===== src/rtl/rs_gf_pkg.sv =====
// Shared GF(256) definitions for the RS(6,2) decoder: field constants, symbol type,
// Chien search FSM states and constant-multiply helper.
package rs_gf_pkg;

    localparam logic [8:0] GF_POLY    = 9'h11D;
    localparam logic [7:0] ALPHA_INV1 = 8'h8E;
    localparam logic [7:0] ALPHA_INV2 = 8'h47;
    localparam logic [7:0] ALPHA_INV3 = 8'hAD;
    localparam int         N_SYM      = 6;

    typedef logic [7:0] gf_t;

    typedef enum logic [1:0] {
        IDLE,
        SEARCH,
        FINISH
    } state_t;

    // Shift-and-add multiply; with one operand constant this folds to an XOR network.
    function automatic gf_t gf_mul(input gf_t a, input gf_t b);
        gf_t p;
        gf_t x;
        p = '0;
        x = a;
        for (int i = 0; i < 8; i++) begin
            if (b[i]) p = p ^ x;
            x = {x[6:0], 1'b0} ^ (x[7] ? GF_POLY[7:0] : 8'h00);
        end
        return p;
    endfunction

    function automatic logic [1:0] deg_of(input gf_t c1, input gf_t c2, input gf_t c3);
        if (c3 != '0)      return 2'd3;
        else if (c2 != '0) return 2'd2;
        else if (c1 != '0) return 2'd1;
        else               return 2'd0;
    endfunction

endpackage


===== src/rtl/rs_gf_cmul.sv =====
// Combinational GF(256) multiply of a symbol by a fixed constant CONST.
module rs_gf_cmul
    import rs_gf_pkg::*;
#(
    parameter gf_t CONST = 8'h01
) (
    input  gf_t a,
    output gf_t y
);

    assign y = gf_mul(a, CONST);

endmodule


===== src/rtl/rs_chien_search.sv =====
// Sequential Chien search over N positions of the RS(6,2) codeword, one position per clock.
// Optional macro CHIEN_EARLY_EXIT_EN stops the search once err_cnt reaches deg (deg > 0).
module rs_chien_search
    import rs_gf_pkg::*;
#(
    parameter int N = N_SYM
) (
    input  logic         clk,
    input  logic         rst_n,
    input  logic         start,
    input  logic [7:0]   s0,
    input  logic [7:0]   s1,
    input  logic [7:0]   s2,
    input  logic [7:0]   s3,
    output logic         busy,
    output logic         done,
    output logic [N-1:0] err_mask,
    output logic [2:0]   err_cnt,
    output logic [1:0]   deg,
    output logic         fail
);

    state_t       state, state_nxt;
    gf_t          r0, r1, r2, r3;
    gf_t          m1, m2, m3;
    gf_t          eval;
    logic [N-1:0] pos;
    logic         eval_zero;
    logic         stop;
    logic [2:0]   cnt_inc;

    rs_gf_cmul #(.CONST(ALPHA_INV1)) u_mul1 (.a(r1), .y(m1));
    rs_gf_cmul #(.CONST(ALPHA_INV2)) u_mul2 (.a(r2), .y(m2));
    rs_gf_cmul #(.CONST(ALPHA_INV3)) u_mul3 (.a(r3), .y(m3));

    // Term k holds s_k * alpha^(-k*j), so the XOR of all terms is sigma(alpha^-j).
    assign eval      = r0 ^ r1 ^ r2 ^ r3;
    assign eval_zero = (eval == '0);
    assign cnt_inc   = (err_cnt == 3'd7) ? 3'd7 : err_cnt + 3'd1;

`ifdef CHIEN_EARLY_EXIT_EN
    assign stop = pos[N-1] || (eval_zero && (deg != 2'd0) && (cnt_inc == {1'b0, deg}));
`else
    assign stop = pos[N-1];
`endif

    always_ff @(posedge clk or negedge rst_n) begin
        if (!rst_n) state <= IDLE;
        else        state <= state_nxt;
    end

    // NOTE: default first so every path assigns state_nxt and no latch is inferred.
    always_comb begin
        state_nxt = state;
        case (state)
            IDLE:    if (start) state_nxt = SEARCH;
            SEARCH:  if (stop)  state_nxt = FINISH;
            FINISH:  state_nxt = IDLE;
            default: state_nxt = IDLE;
        endcase
    end

    // NOTE: sequential state uses non-blocking assignments so all registers update together.
    always_ff @(posedge clk or negedge rst_n) begin
        if (!rst_n) begin
            r0       <= '0;
            r1       <= '0;
            r2       <= '0;
            r3       <= '0;
            pos      <= '0;
            busy     <= 1'b0;
            done     <= 1'b0;
            err_mask <= '0;
            err_cnt  <= '0;
            deg      <= '0;
            fail     <= 1'b0;
        end else begin
            done <= 1'b0;
            case (state)
                IDLE: begin
                    if (start) begin
                        r0       <= s0;
                        r1       <= s1;
                        r2       <= s2;
                        r3       <= s3;
                        deg      <= deg_of(s1, s2, s3);
                        err_mask <= '0;
                        err_cnt  <= '0;
                        pos      <= N'(1);
                        busy     <= 1'b1;
                    end
                end
                SEARCH: begin
                    if (eval_zero) begin
                        err_mask <= err_mask | pos;
                        err_cnt  <= cnt_inc;
                    end
                    r1  <= m1;
                    r2  <= m2;
                    r3  <= m3;
                    pos <= pos << 1;
                end
                FINISH: begin
                    fail <= (r0 == '0) || (err_cnt != {1'b0, deg});
                    busy <= 1'b0;
                    done <= 1'b1;
                end
                default: ;
            endcase
        end
    end

endmodule


===== config.mk =====
export PLATFORM = sky130hd
export DESIGN_NAME = rs_chien_search
export DESIGN_NICKNAME = d
export VERILOG_FILES = /design/src/rtl/rs_gf_pkg.sv /design/src/rtl/rs_gf_cmul.sv /design/src/rtl/rs_chien_search.sv
export SDC_FILE = /design/constraint.sdc
export NUM_CORES = 1
export LEC_CHECK = 0
export BUFFER_PORTS_ARGS = -buffer_cell sky130_fd_sc_hd__clkbuf_2
export CAP_MARGIN = 15
export CORE_ASPECT_RATIO = 1.4
export CORE_MARGIN = 2
export CORE_UTILIZATION = 55
export DETAILED_ROUTE_END_ITERATION = 10
export PLACE_DENSITY_LB_ADDON = 0.3
export REMOVE_ABC_BUFFERS = 1
export SYNTH_ARGS = -nofsm -noshare
export SYNTH_HDL_FRONTEND = slang
export SYNTH_HIERARCHICAL = 1
export SYNTH_SLANG_ARGS = --single-unit

===== constraint.sdc =====
create_clock -name clk -period 4.61 [get_ports clk]
set_clock_uncertainty 0.1 [all_clocks]
set_input_delay 0.2305 -clock clk [delete_from_list [all_inputs] [get_ports clk]]
set_output_delay 0.2305 -clock clk [all_outputs]
set_load 0.05 [all_outputs]

-- Word level (Yosys, flattened, before mapping)
Index checks and enable logic that the tools add are counted.
Widths: inputs -> output; s select.
- add/sub/neg operators: 1
- equal/unequal tests: 7
- multiplexer cells: 44
- bitwise operators: 34
- reduce and logical (&&, ||, !) cells: 14
- operators by type and width (kind ; number):
    $xor 8x8->8 ; 33
    $mux 5 ; 20
    $pmux 8 s2 ; 3
    $mux 8 ; 3
    $pmux 6 s2 ; 2
    $reduce_bool 8->1 ; 3
    $mux 6 ; 3
    $logic_not 8->1 ; 2
    $mux 3 ; 3
    $mux 2 ; 4
    $reduce_and 2->1 ; 4
    $ne 2x2->1 const B ; 3
    $or 6x6->6 ; 1
    $pmux 3 s2 ; 1
    $pmux 2 s2 ; 1
    $reduce_bool 2->1 ; 2
    $add 3x1->3 const B ; 1
    $eq 3x3->1 const B ; 1
    $mux 1 ; 3
    $ne 3x2->1 ; 1
    $reduce_and 3->1 ; 1
    $eq 2x1->1 const B ; 1
    $eq 2x2->1 const B ; 1
    $logic_not 2->1 ; 1
    2 further kinds ; 2
- bits in registers: 54
- input bits: 35
- output and inout bits: 14

-- Depth between registers and ports, before layout
- word-level depth: 16
- mapped depth: 7
- gate-level depth less buffers: 5

-- By module
The synthesis kept the hierarchy.
- by module, submodules not included (module ; times used ; cells each ; area an instance (um^2) ; seq. area each (um^2)):
    rs_chien_search ; 1 ; 245 ; 2473.6 ; 1351.3
    rs_gf_cmul (u_mul3) ; 1 ; 11 ; 88.8 ; 0.0
    rs_gf_cmul (u_mul2) ; 1 ; 8 ; 80.1 ; 0.0
    rs_gf_cmul (u_mul1) ; 1 ; 8 ; 45.0 ; 0.0

-- Least setup slack after synthesis
Ideal clock, no wire load.
- path type: register to register
- start: register r1[0]
- end: register err_cnt[0]
- arrival time: 1.404 ns
- required time: 4.431 ns
- path slack: 3.027 ns
- cell stages (with the launch flop): 6
- clock period less this slack: 1.583 ns
- cells stage by stage: dfrtp_1 xnor2_1 xnor2_1 nand4_1 nor3_4 mux2i_1
- cells in the longest elaborated chain, start to end: 6
- RTL lines (item ; line ; RTL):
    from (decl) ; rs_chien_search.sv:24 ; gf_t r0, r1, r2, r3;
    from (signal assigned) ; rs_chien_search.sv:98 ; r1 <= m1;
    $xor 8x8->8 (3 in a row) ; rs_chien_search.sv:37 ; assign eval = r0 ^ r1 ^ r2 ^ r3;
    $logic_not 8->1 ; rs_chien_search.sv:38 ; assign eval_zero = (eval == '0);
    $ne 2x2->1 (no source line) ; -- ;
    $reduce_and 3->1 (no source line) ; -- ;
    to (signal assigned) ; rs_chien_search.sv:96 ; err_cnt <= cnt_inc;
    to (decl) ; rs_chien_search.sv:18 ; output logic [2:0] err_cnt,
Every way passes these cells.
A chain may end at the register's enable or synchronous reset.

-- Worst setup path in the final report
- start: register state[1]
- end: register r3[6]
- cells in the longest elaborated chain, start to end: 3
- elaborated cells on any way between the ends: 6
- classes of those cells: 2 x eq/ne; 1 x mux; 3 x reduce/logical
- RTL lines (item ; line ; RTL):
    from (decl) ; rs_chien_search.sv:23 ; state_t state, state_nxt;
    from (signal assigned) ; rs_chien_search.sv:49 ; else state <= state_nxt;
    $eq 2x1->1 or $logic_not 2->1 (tied branches) ; rs_chien_search.sv:79 ; case (state)
    $reduce_bool 2->1 (no source line) or $ne 2x2->1 (tied branches) ; -- ;
    $reduce_and 2->1 (no source line) ; -- ;
    to (signal assigned) ; rs_chien_search.sv:100 ; r3 <= m3;
    to (decl) ; rs_chien_search.sv:24 ;
Several ways; a longest one is shown, not always the timed one.

==> results.txt <==
hold endpoint: r0[3]
Root Buffer: clkbuf_8
via-per-instance ratio: 5.47
Unique masters post-synth: 33
port bufs: 48
area share of the largest cell type after synthesis: 0.503
Post-Syn Instances: 272
routability congestion estimate: 0.796
DR vias: 2045
Post-route DRC: 0
Max Slew Vio Count: 0
Initial DRC Count: 95
Final ANT Viol Nets: 0
initial antenna violation count: 0
unrepaired setup endpoints after global routing: no
worst r2r src: state[1]
Hold Path Origin: s0[3]
GRT Total Usage: 0.235
# diodes: 0
io pins: 49
Avg Inst Size Synth: 9.88 sq um
status: finished clean
CTS sink count: 54
Fin. Hold Viols: 0
Core Box Area: 4770 sq um
Leak Pwr: 0.00149 uW
Req. time, crit path: 4710 ps
endpoint class of the critical path: flip-flop
Area contributors post-synth: dfrtp_1 (50%), nand2_1 (11%), xnor2_1 (7.2%), a22oi_1 (6.7%), xor2_1 (5.2%)
Layout fillers: 423
Area Overhead vs Synth: 13.4%
met3 wire length: 212 um
DRT Wirelength: 5.71 mm
fmax: 447 MHz
# setup viols final: 0
Pre-Repair DR Iteration Count: 5
setup TNS: 0 ps
FP Rows: 30
Power, Total: 2280 uW
Startpoint Class: flip-flop
share of cells above drive strength 1: 0.210
P_int: 1280 uW
H-tree levels: 2
Clock Pin Slew Worst Setup and Hold Paths: 100 ps
total congestion overflow: 0
R2R setup slack: 2370 ps
Max Buffers Root-to-Sink: 2
CP Max Fanout: 24
Max-cap violations: 0
Cell Area, Synth: 2690 sq um
r2r endpoint: r3[6]
Initial Util: 0.564
number of global-route vias before repair: 2070
Chip Height: 86.7 um
met2 WL: 3.02 mm
Worst Hold Class: input pin to flip-flop
sequential area share after synthesis: 0.503
first-pass GRT wire length: 9.89 mm
Net Sw Frac: 0.438
R2R cell count: 5
Worst Setup Slack, final: 2370 ps
register bit count reported by yosys: 54
largest net degree at the start of global routing: 55
Worst Hold Depth: 3
Reg power frac: 0.392
Comb pwr share: 0.491
post-detailed-placement half-perimeter wirelength: 4.12 mm
most frequent cells in the layout: nand2_1 (78), dfrtp_1 (54), clkbuf_2 (48)
DR top layer: met4
Slew headroom: 0.398
cell taking the most area after synthesis: dfrtp_1
Yosys warning count: 6
Sw Pwr: 1000 uW
M1 wire length: 2.31 mm
minimum clock period: 2240 ps
area of the die: 5470 sq um
peak supply drop: 0.000377 V
CTS tree: yes
post-CTS sizing: 0
Cell Pwr Density: 749 nW/um^2
worst skew pair latency: 310 ps
Final period util: 0.486
Clock Power Share: 0.117
critical path class: flip-flop to flip-flop
fin nets: 345
Num CTS Buffers: 5
Data arrival, critical path: 2340 ps
most common cell after layout, fill and taps aside: nand2_1
Place WS: 2400 ps
DIE WIDTH: 63.1 um
wire per inst: 15.3 um
actual slew at the worst max-slew pin: 903 ps
==> what timing repair did <==
action / 4_1_cts / 5_1_grt
hold buffers: 1 / 0
setup endpoints to repair: 0 / 0
endpoints found under the hold margin: 54 / 0
setup buffers: 0 / 0
==> sequential cells by signal, summed over array words and instances, names as in the netlist <==
register and flops:
busy 1, deg 2, done 1, err_cnt 3, err_mask 6, fail 1, pos 6, r0 8
r1 8, r2 8, r3 8, state 2
==> critical path, stage by stage (launching register included) <==
cell and delay (ps):
dfrtp_1 460, nor3b_4 790, nor2_1 290, buf_4 300
nand2_1 110, nand2_1 60
==> power groups by stage <==
stage | Sequential [uW] | Clock, uW | Combinational (uW)
6_report | 895 | 267 | 1120
5_1_grt | 927 | 297 | 1260
4_1_cts | 896 | 276 | 1130
3_5_place_dp | 905 | 0 | 1120
3_3_place_gp | 901 | 0 | 1090
2_1_floorplan | 884 | 0 | 862
==> worst max path at each step <==
stage | start | to
CTS | state[1] | r3[6]
global placement | state[1] | deg[1]
global route | state[1] | r3[6]
detailed placement | state[1] | r3[6]
floorplan | state[1] | pos[1]
finish | state[1] | r3[6]
==> logic make-up after synthesis <==
family	Yosys count	share of synthesized area
buf+inv	26	0.0386
compound gates	44	0.123
mux	2	0.00745
flops	54	0.503
xor+xnor	41	0.148
simple gates	104	0.176
fa+ha+maj	1	0.00465
==> Yosys cell counts <==
master	instances
inv_1	3
a21oi_1	2
nand2_1	78
dfrtp_1	54
nor2_1	5
nor3b_4	1
xor2_2	1
ha_1	1
o21ai_0	3
a31oi_1	1
o21a_1	2
buf_1	1
inv_2	1
nor3_4	1
nand3_1	2
a211oi_1	1
clkbuf_1	16
and3_1	1
mux2i_1	2
xnor2_1	22
a22o_1	11
a22oi_1	24
buf_2	5
nand3_2	1
xor3_1	2
nor4_1	9
nand4_1	1
nand3b_1	1
nor2b_1	1
and2_1	1
xor2_1	16
nand2b_1	1
nor2_4	1
==> final cells by class <==
cell class / instances / area [sq um] / area share
Clock buffer: 5 / 68.8 / 0.0226
Inverter: 4 / 15.0 / 0.00493
Tap cell: 64 / 80.1 / 0.0263
Multi-Input combinational cell: 192 / 1230 / 0.405
Timing Repair Buffer: 52 / 273 / 0.0895
Sequential cell: 54 / 1350 / 0.444
Clock inverter: 3 / 26.3 / 0.00862
==> metal layers <==
metal,vias to the layer above,GRT usage
met1,994,0.282
met4,0,0.115
met2,48,0.399
li1,986,-
met3,17,0.0519
met5,-,0
==> through the flow <==
stage	hold WS [ps]	util	instances	instance area (sq um)
after floorplan	-165	-	250	2600
after global placement	297	0.617	365	2940
after detailed placement	294	0.617	365	2940
after CTS	1.90	0.639	374	3050
after global routing	10.4	0.639	374	3050
final	7.39	0.639	374	3050
No activity file was read; power rests on OpenSTA's default activity.
